<file path="src/rtl/handshake_pack_block.sv">
`default_nettype none
// ============================================================================
// Module      : handshake_pack_block
// Description : Packs a valid/ready stream of narrow WIDTH-bit beats into
//               RATIO-lane wide words. A beat with in_last set closes the
//               current word early; out_keep marks which lanes hold beats.
//               The wide output is fully registered and uses valid/ready.
//
// Ports       : clk        - clock, all state on rising edge
//               rst        - asynchronous, active-high reset
//               in_valid   - narrow beat valid
//               in_ready   - narrow beat accepted when in_valid && in_ready
//               in_data    - narrow beat payload [WIDTH-1:0]
//               in_last    - beat closes the current wide word
//               out_valid  - wide word valid
//               out_ready  - wide word consumed when out_valid && out_ready
//               out_data   - wide word, lane k at [k*WIDTH +: WIDTH]
//               out_keep   - bit k set iff lane k holds a received beat
//               out_last   - word was closed by in_last
//
// Revision    : 1.0 - initial release
// ============================================================================
module handshake_pack_block #(
    parameter int WIDTH = 32,
    parameter int RATIO = 4
) (
    input  logic                   clk,
    input  logic                   rst,
    input  logic                   in_valid,
    output logic                   in_ready,
    input  logic [WIDTH-1:0]       in_data,
    input  logic                   in_last,
    output logic                   out_valid,
    input  logic                   out_ready,
    output logic [WIDTH*RATIO-1:0] out_data,
    output logic [RATIO-1:0]       out_keep,
    output logic                   out_last
);

    localparam int                 c_cnt_w   = $clog2(RATIO);
    localparam logic [c_cnt_w-1:0] c_cnt_max = c_cnt_w'(RATIO - 1);

    // Partial-word storage: only RATIO-1 lanes are needed because the beat
    // that fills the top lane always closes the word and goes straight to
    // the output register.
    logic [WIDTH-1:0]       r_acc [RATIO-1];
    logic [c_cnt_w-1:0]     r_cnt;

    logic                   r_out_valid;
    logic [WIDTH*RATIO-1:0] r_out_data;
    logic [RATIO-1:0]       r_out_keep;
    logic                   r_out_last;

    logic                   w_slot_free;
    logic                   w_closing;
    logic                   w_accept;
    logic [WIDTH*RATIO-1:0] w_word_data;
    logic [RATIO-1:0]       w_word_keep;

    // The output slot is free if empty or being drained this cycle. Only a
    // closing beat needs the slot, so non-closing beats keep flowing into
    // the accumulator while the sink stalls.
    assign w_slot_free = !r_out_valid || out_ready;
    assign w_closing   = (r_cnt == c_cnt_max) || in_last;
    assign in_ready    = w_slot_free || !w_closing;
    assign w_accept    = in_valid && in_ready;

    // Per-lane assembly of the word formed by a closing beat: lanes below
    // cnt come from the accumulator, lane cnt is the incoming beat, lanes
    // above are zero so stale accumulator contents never reach out_data.
    for (genvar k = 0; k < RATIO; k++) begin : g_lane
        localparam logic [c_cnt_w-1:0] c_k = c_cnt_w'(k);

        if (k == 0) begin : g_keep_first
            assign w_word_keep[k] = 1'b1;
        end else begin : g_keep_rest
            assign w_word_keep[k] = (r_cnt >= c_k);
        end

        if (k < RATIO - 1) begin : g_acc_lane
            assign w_word_data[k*WIDTH +: WIDTH] =
                (r_cnt > c_k)  ? r_acc[k] :
                (r_cnt == c_k) ? in_data  : '0;

            always_ff @(posedge clk or posedge rst) begin
                if (rst) begin
                    r_acc[k] <= '0;
                end else if (w_accept && !w_closing && (r_cnt == c_k)) begin
                    r_acc[k] <= in_data;
                end
            end
        end else begin : g_top_lane
            assign w_word_data[k*WIDTH +: WIDTH] = (r_cnt == c_k) ? in_data : '0;
        end
    end

    always_ff @(posedge clk or posedge rst) begin
        if (rst) begin
            r_cnt       <= '0;
            r_out_valid <= 1'b0;
            r_out_data  <= '0;
            r_out_keep  <= '0;
            r_out_last  <= 1'b0;
        end else begin
            if (w_accept) begin
                r_cnt <= w_closing ? '0 : r_cnt + 1'b1;
            end

            // A new word may replace the one being consumed in the same
            // cycle, so back-to-back words leave no bubble.
            if (w_accept && w_closing) begin
                r_out_valid <= 1'b1;
                r_out_data  <= w_word_data;
                r_out_keep  <= w_word_keep;
                r_out_last  <= in_last;
            end else if (out_ready) begin
                r_out_valid <= 1'b0;
            end
        end
    end

    assign out_valid = r_out_valid;
    assign out_data  = r_out_data;
    assign out_keep  = r_out_keep;
    assign out_last  = r_out_last;

endmodule
`default_nettype wire

</file>
<file path="config.mk">
export PLATFORM = sky130hd
export DESIGN_NAME = handshake_pack_block
export DESIGN_NICKNAME = d
export VERILOG_FILES = /design/src/rtl/handshake_pack_block.sv
export SDC_FILE = /design/constraint.sdc
export NUM_CORES = 1
export LEC_CHECK = 0
export ABC_AREA = 1
export CAP_MARGIN = 5
export CORE_UTILIZATION = 48
export CTS_CLUSTER_DIAMETER = 100
export DETAILED_ROUTE_END_ITERATION = 6
export PLACE_DENSITY = 0.84
export SYNTH_ARGS = -nofsm -noshare
export SYNTH_HDL_FRONTEND = slang
export SYNTH_SLANG_ARGS = --single-unit
export TNS_END_PERCENT = 5
</file>
<file path="constraint.sdc">
create_clock -name clk -period 6.4 [get_ports clk]
set_input_delay 0.64 -clock clk [delete_from_list [all_inputs] [get_ports clk]]
set_output_delay 0.64 -clock clk [all_outputs]
set_load 0.005 [all_outputs]
</file>
======== After elaboration in Yosys (flattened, before gate mapping) ========
Index checks and enable logic that the tools add are counted.
word-level totals
  flip-flop bits (word level) ............. 232
  output and inout bits ................... 135
  logic and storage cells ................. 41
operators by class
  add/sub/neg operators ................... 1
  magnitude comparators ................... 6
  equal/unequal tests ..................... 3
  muxes and demuxes ....................... 10
  reduce and logical (&&, ||, !) cells .... 13
operators with widths
  cell                                                 number
  2-to-1 mux 32 bit                                    7
  logical AND 1 bit                                    6
  equality test 2 bit, second input constant           2
  >= comparator 2 bit, second input constant           2
  > comparator 2 x 1 -> 1 bit, second input constant   2
  logical OR 1 bit                                     3
  adder 2 x 1 -> 2 bit, second input constant          1
  equality test 2 x 1 -> 1 bit, second input constant  1
  >= comparator 2 x 1 -> 1 bit, second input constant  1
  > comparator 2 bit, second input constant            1
  logical NOT 1 bit                                    2
  logical NOT 2 bit                                    1
  2-to-1 mux 1 bit                                     2
  2-to-1 mux 2 bit                                     1
  nonzero test 2 bit                                   1

======== Logic depth before layout (Yosys ltp) ========
  depth after elaboration ................. 7
  mapped depth ............................ 11

======== Least setup slack after synthesis ========
Ideal clock, no wire load.
  path kind ............................... reg2reg
  start ................................... reg r_cnt[1]
  end ..................................... reg r_out_data[31] (netlist: out_data[31])
  setup time .............................. 0.117 ns
  data arrival time ....................... 1.818 ns
  required time ........................... 6.283 ns
  slack ................................... 4.465 ns
  stages on the path, launching flop included .. 11
  buffers on the path ..................... 4
  period minus slack after synthesis ...... 1.935 ns
  cell sequence ........................... dfrtp_1 > buf_2 > clkbuf_1 > inv_1 > ha_1 > inv_1 > buf_2 > clkbuf_1 > o21ai_0 > nand2_1 > nand2_1
between the ends
  word-level cells in the longest chain between the ends .. 6
  elaborated cells between the ends (all ways) .. 10
  those cells by class .................... 1 x order compare; 1 x eq/ne; 2 x mux; 6 x reduce/logical
RTL lines
  item                    RTL line  text
  start, declared         47        logic [c_cnt_w-1:0] r_cnt;
  start signal, assigned  106       r_cnt <= w_closing ? '0 : r_cnt + 1'b1;
  equality test 2 bit     64        assign w_closing = (r_cnt == c_cnt_max) || in_last;
  logical OR 1 bit        64
  logical NOT 1 bit       65        assign in_ready = w_slot_free || !w_closing;
  logical OR 1 bit        65
  logical AND 1 bit       66        assign w_accept = in_valid && in_ready;
  logical AND 1 bit       111       if (w_accept && w_closing) begin
  end signal, assigned    113       r_out_data <= w_word_data;
  end, declared           50        logic [WIDTH*RATIO-1:0] r_out_data;
Several ways; a longest one is shown, not always the timed one.
A chain may end at the register's enable or synchronous reset.

======== Worst setup path after layout ========
  start ................................... reg r_cnt[1]
  end ..................................... reg r_out_data[42] (netlist: out_data[42])
The elaborated chain is that of the path after synthesis.

==> flow_metrics.tcl <==
set metrics [dict create \
    synthTopCellsByArea "dfrtp_1 (58%), nand2_1 (27%), o21ai_0 (6.6%)" \
    rows 52 \
    grt_pass1_wl_um 42900 \
    grt_setup_unrepaired "false" \
    ys_seq_area_share_pct 58.2 \
    cts-root-buf "clkbuf_16" \
    dr.pass1.iters 5 \
    cts_buffers 25 \
    max_slew.worst_pin.slew_ns 1.24 \
    power.density_mw_per_mm2 389 \
    timing.critical_path.mode_cell "nand2_1" \
    grt_pass1_vias 8545 \
    final-seq-area_mm2 0.00581 \
    via_count 8588 \
    cp-start-kind "flop" \
    overflow 0 \
    cts_hold_buffers 0 \
    end_kind "flop" \
    place.gp.congestion 0.775 \
    worstPathMaxFanout 83 \
    ys_seq_elements 232 \
    htreeDepth 1 \
    core-area_mm2 0.0203 \
    cap_viol_max_count 0 \
    cts_resized 0 \
    ys_warn_count 0 \
    crit_chain "ha_2 > inv_2 > nand2_2 > nand3_4 > clkinv_2 > buf_4 > nand2_1 > nand2_1" \
    die_w_um 146 \
    hold_violations 0 \
    drc 0 \
    drt-initial-drc-count 584 \
    antenna_left 0 \
    multi_input_area_mm2 0.00368 \
    grtUsageTotal_pct 24.7 \
    crit_required_ns 6.85 \
    power.total_mw 4.90 \
    drive_gt1_share_pct 4.35 \
    io_buffers 171 \
    timing.final.crit_period_ns 3.73 \
    clock_latency_ns 0.51 \
    finalSetupViolCount 0 \
    synth_common_cells "nand2_1 (723), dfrtp_1 (232), o21ai_0 (132)" \
    clock-sinks 232 \
    cts_tree "done" \
    whs_path_depth 2 \
    die_area_mm2 0.0214 \
    hpwl_um 15200 \
    synth_edf_count 0 \
    yosys.area.top_type_share_pct 58.2 \
    synth_nets 1294 \
    setup-tns-final_ns 0 \
    layout.nets 1426 \
    slew_headroom_pct 17.4 \
    skew_ns 0.00851 \
    syn_to_final_growth_pct 26.4 \
    ys.flop_type "dfrtp_1" \
    ios 172 \
    synth.distinct_cells 15 \
    startpoint "r_cnt[1]$_DFFE_PP0N_" \
    critPathArrivalTime_ns 4.18 \
    synthArstFlopShare_pct 100 \
    worstHoldStart "r_acc[31]$_DFFE_PP0P_" \
    outcome "finished, final reports clean" \
    yosysMostFrequentCell "nand2_1" \
    criticalPathCategory "flop to flop" \
    slowest_delay_ns 0.88 \
    drv_slew 0 \
    yosysTopAreaCell "dfrtp_1" \
    netlist_instances 1252 \
    initial_utilization_pct 49.1 \
    grt_max_degree 176 \
    p_leak_nw 6.32 \
    avgSynthCellArea_um2 7.96 \
    fmax_mhz 268 \
    timing.rr.start "r_cnt[1]$_DFFE_PP0N_" \
    vias_per_cell 5.14 \
    crit_path_top_delay_cell "dfrtp_2" \
    clkTransAtPathRegs_ns 0.06 \
    synth_area_mm2 0.00997 \
    ir_drop_mv 0.211 \
    post-cts-setup-buffers 0 \
    wl_um 25900 \
    die_h_um 146 \
    reg2regPathDepth 8 \
    nFillCells 1723 \
    cts_max_path_buffers 3 \
    wl_per_cell_um 15.5 \
    min_path_type "flop to flop" \
    period_share_pct 58.3 \
    antenna_found_initial 0 \
    num_antenna_cells 0 \
]
[power breakdown]
part	switching, mW	internal, mW	total (mW)
Sequential	0.289	1.93	2.22
Clock	0.584	0.866	1.45
Combinational	0.647	0.580	1.23
[final cells by class]
type	count	share of cell area, %
clock buffers	32	5.33
clock inverters	13	1.23
inverters	45	1.38
multi-input cells	901	29.2
flip-flops and latches	232	46.1
well taps	270	2.68
repair buffers	179	14.2
[flip-flops by register name, indices dropped and copies added, names as in the netlist]
register,cells
out_data,128
r_acc,96
out_keep,4
r_cnt,2
out_last,1
out_valid,1
[metrics by stage]
stage | instance area, um2 | std cells | hold WS, ns | setup slack, ns | utilization, %
detailed placement | 11800 | 1627 | 0.458 | 2.72 | 58.0
global route | 12600 | 1672 | 0.486 | 2.36 | 62.1
floorplan | 9970 | 1252 | 0.442 | 2.72 | -
global placement | 11800 | 1627 | 0.453 | 2.88 | 58.0
finish | 12600 | 1672 | 0.471 | 2.67 | 62.1
CTS | 12600 | 1672 | 0.472 | 2.68 | 62.1
[layer usage]
metal  vias up  part of all wire [%]  track usage [%]
li1       4120                     -                -
met1      4097                    43             33.4
met2       312                    49             41.3
met3        59                   6.2             3.62
met4         0                   2.4             7.45
met5         -                     0                0
[critical path, delay by kind of cell (launching register included)]
family / cells / cell delay [ns]
buffers and inverters: 3 / 1.37
and+or+nand+nor: 4 / 0.97
DFF: 1 / 0.88
adders and majority gates: 1 / 0.35
[path summary, 6_finish.rpt]
kind | to | slack, ns
worst max register to register | out_data[42]$_DFFE_PP0P_ | 2.67
worst max-delay path | out_data[42]$_DFFE_PP0P_ | 2.67
min in group asynchronous | out_data[28]$_DFFE_PP0P_ | 0.78
worst min-delay path | r_acc[31]$_DFFE_PP0P_ | 0.47
worst min register to register | r_acc[31]$_DFFE_PP0P_ | 0.47
max in group asynchronous | out_data[76]$_DFFE_PP0P_ | 4.30
[cells in the final DEF, fill, tap and decap left out, drive strengths merged]
cell,synthesis,final
inv,45,44
nor2,6,6
ha,5,5
buf,48,8
o21ai,132,132
clkbuf,26,32
clkinvlp,0,3
nand3,34,34
nand2,724,724
dfrtp,232,232
clkdlybuf4s50,0,171
bufinv,0,3
clkinv,0,8
[cell families (layout without fill, tap and decap cells)]
group / after synthesis / after routing / synth area share, %
and+or+nand+nor: 764 / 764 / 29.4
DFF: 232 / 232 / 58.2
AOI/OAI and AO/OA: 132 / 132 / 6.63
buffers and inverters: 119 / 269 / 5.08
adders and majority gates: 5 / 5 / 0.627
Note: power is estimated with default switching activity, not from simulation.
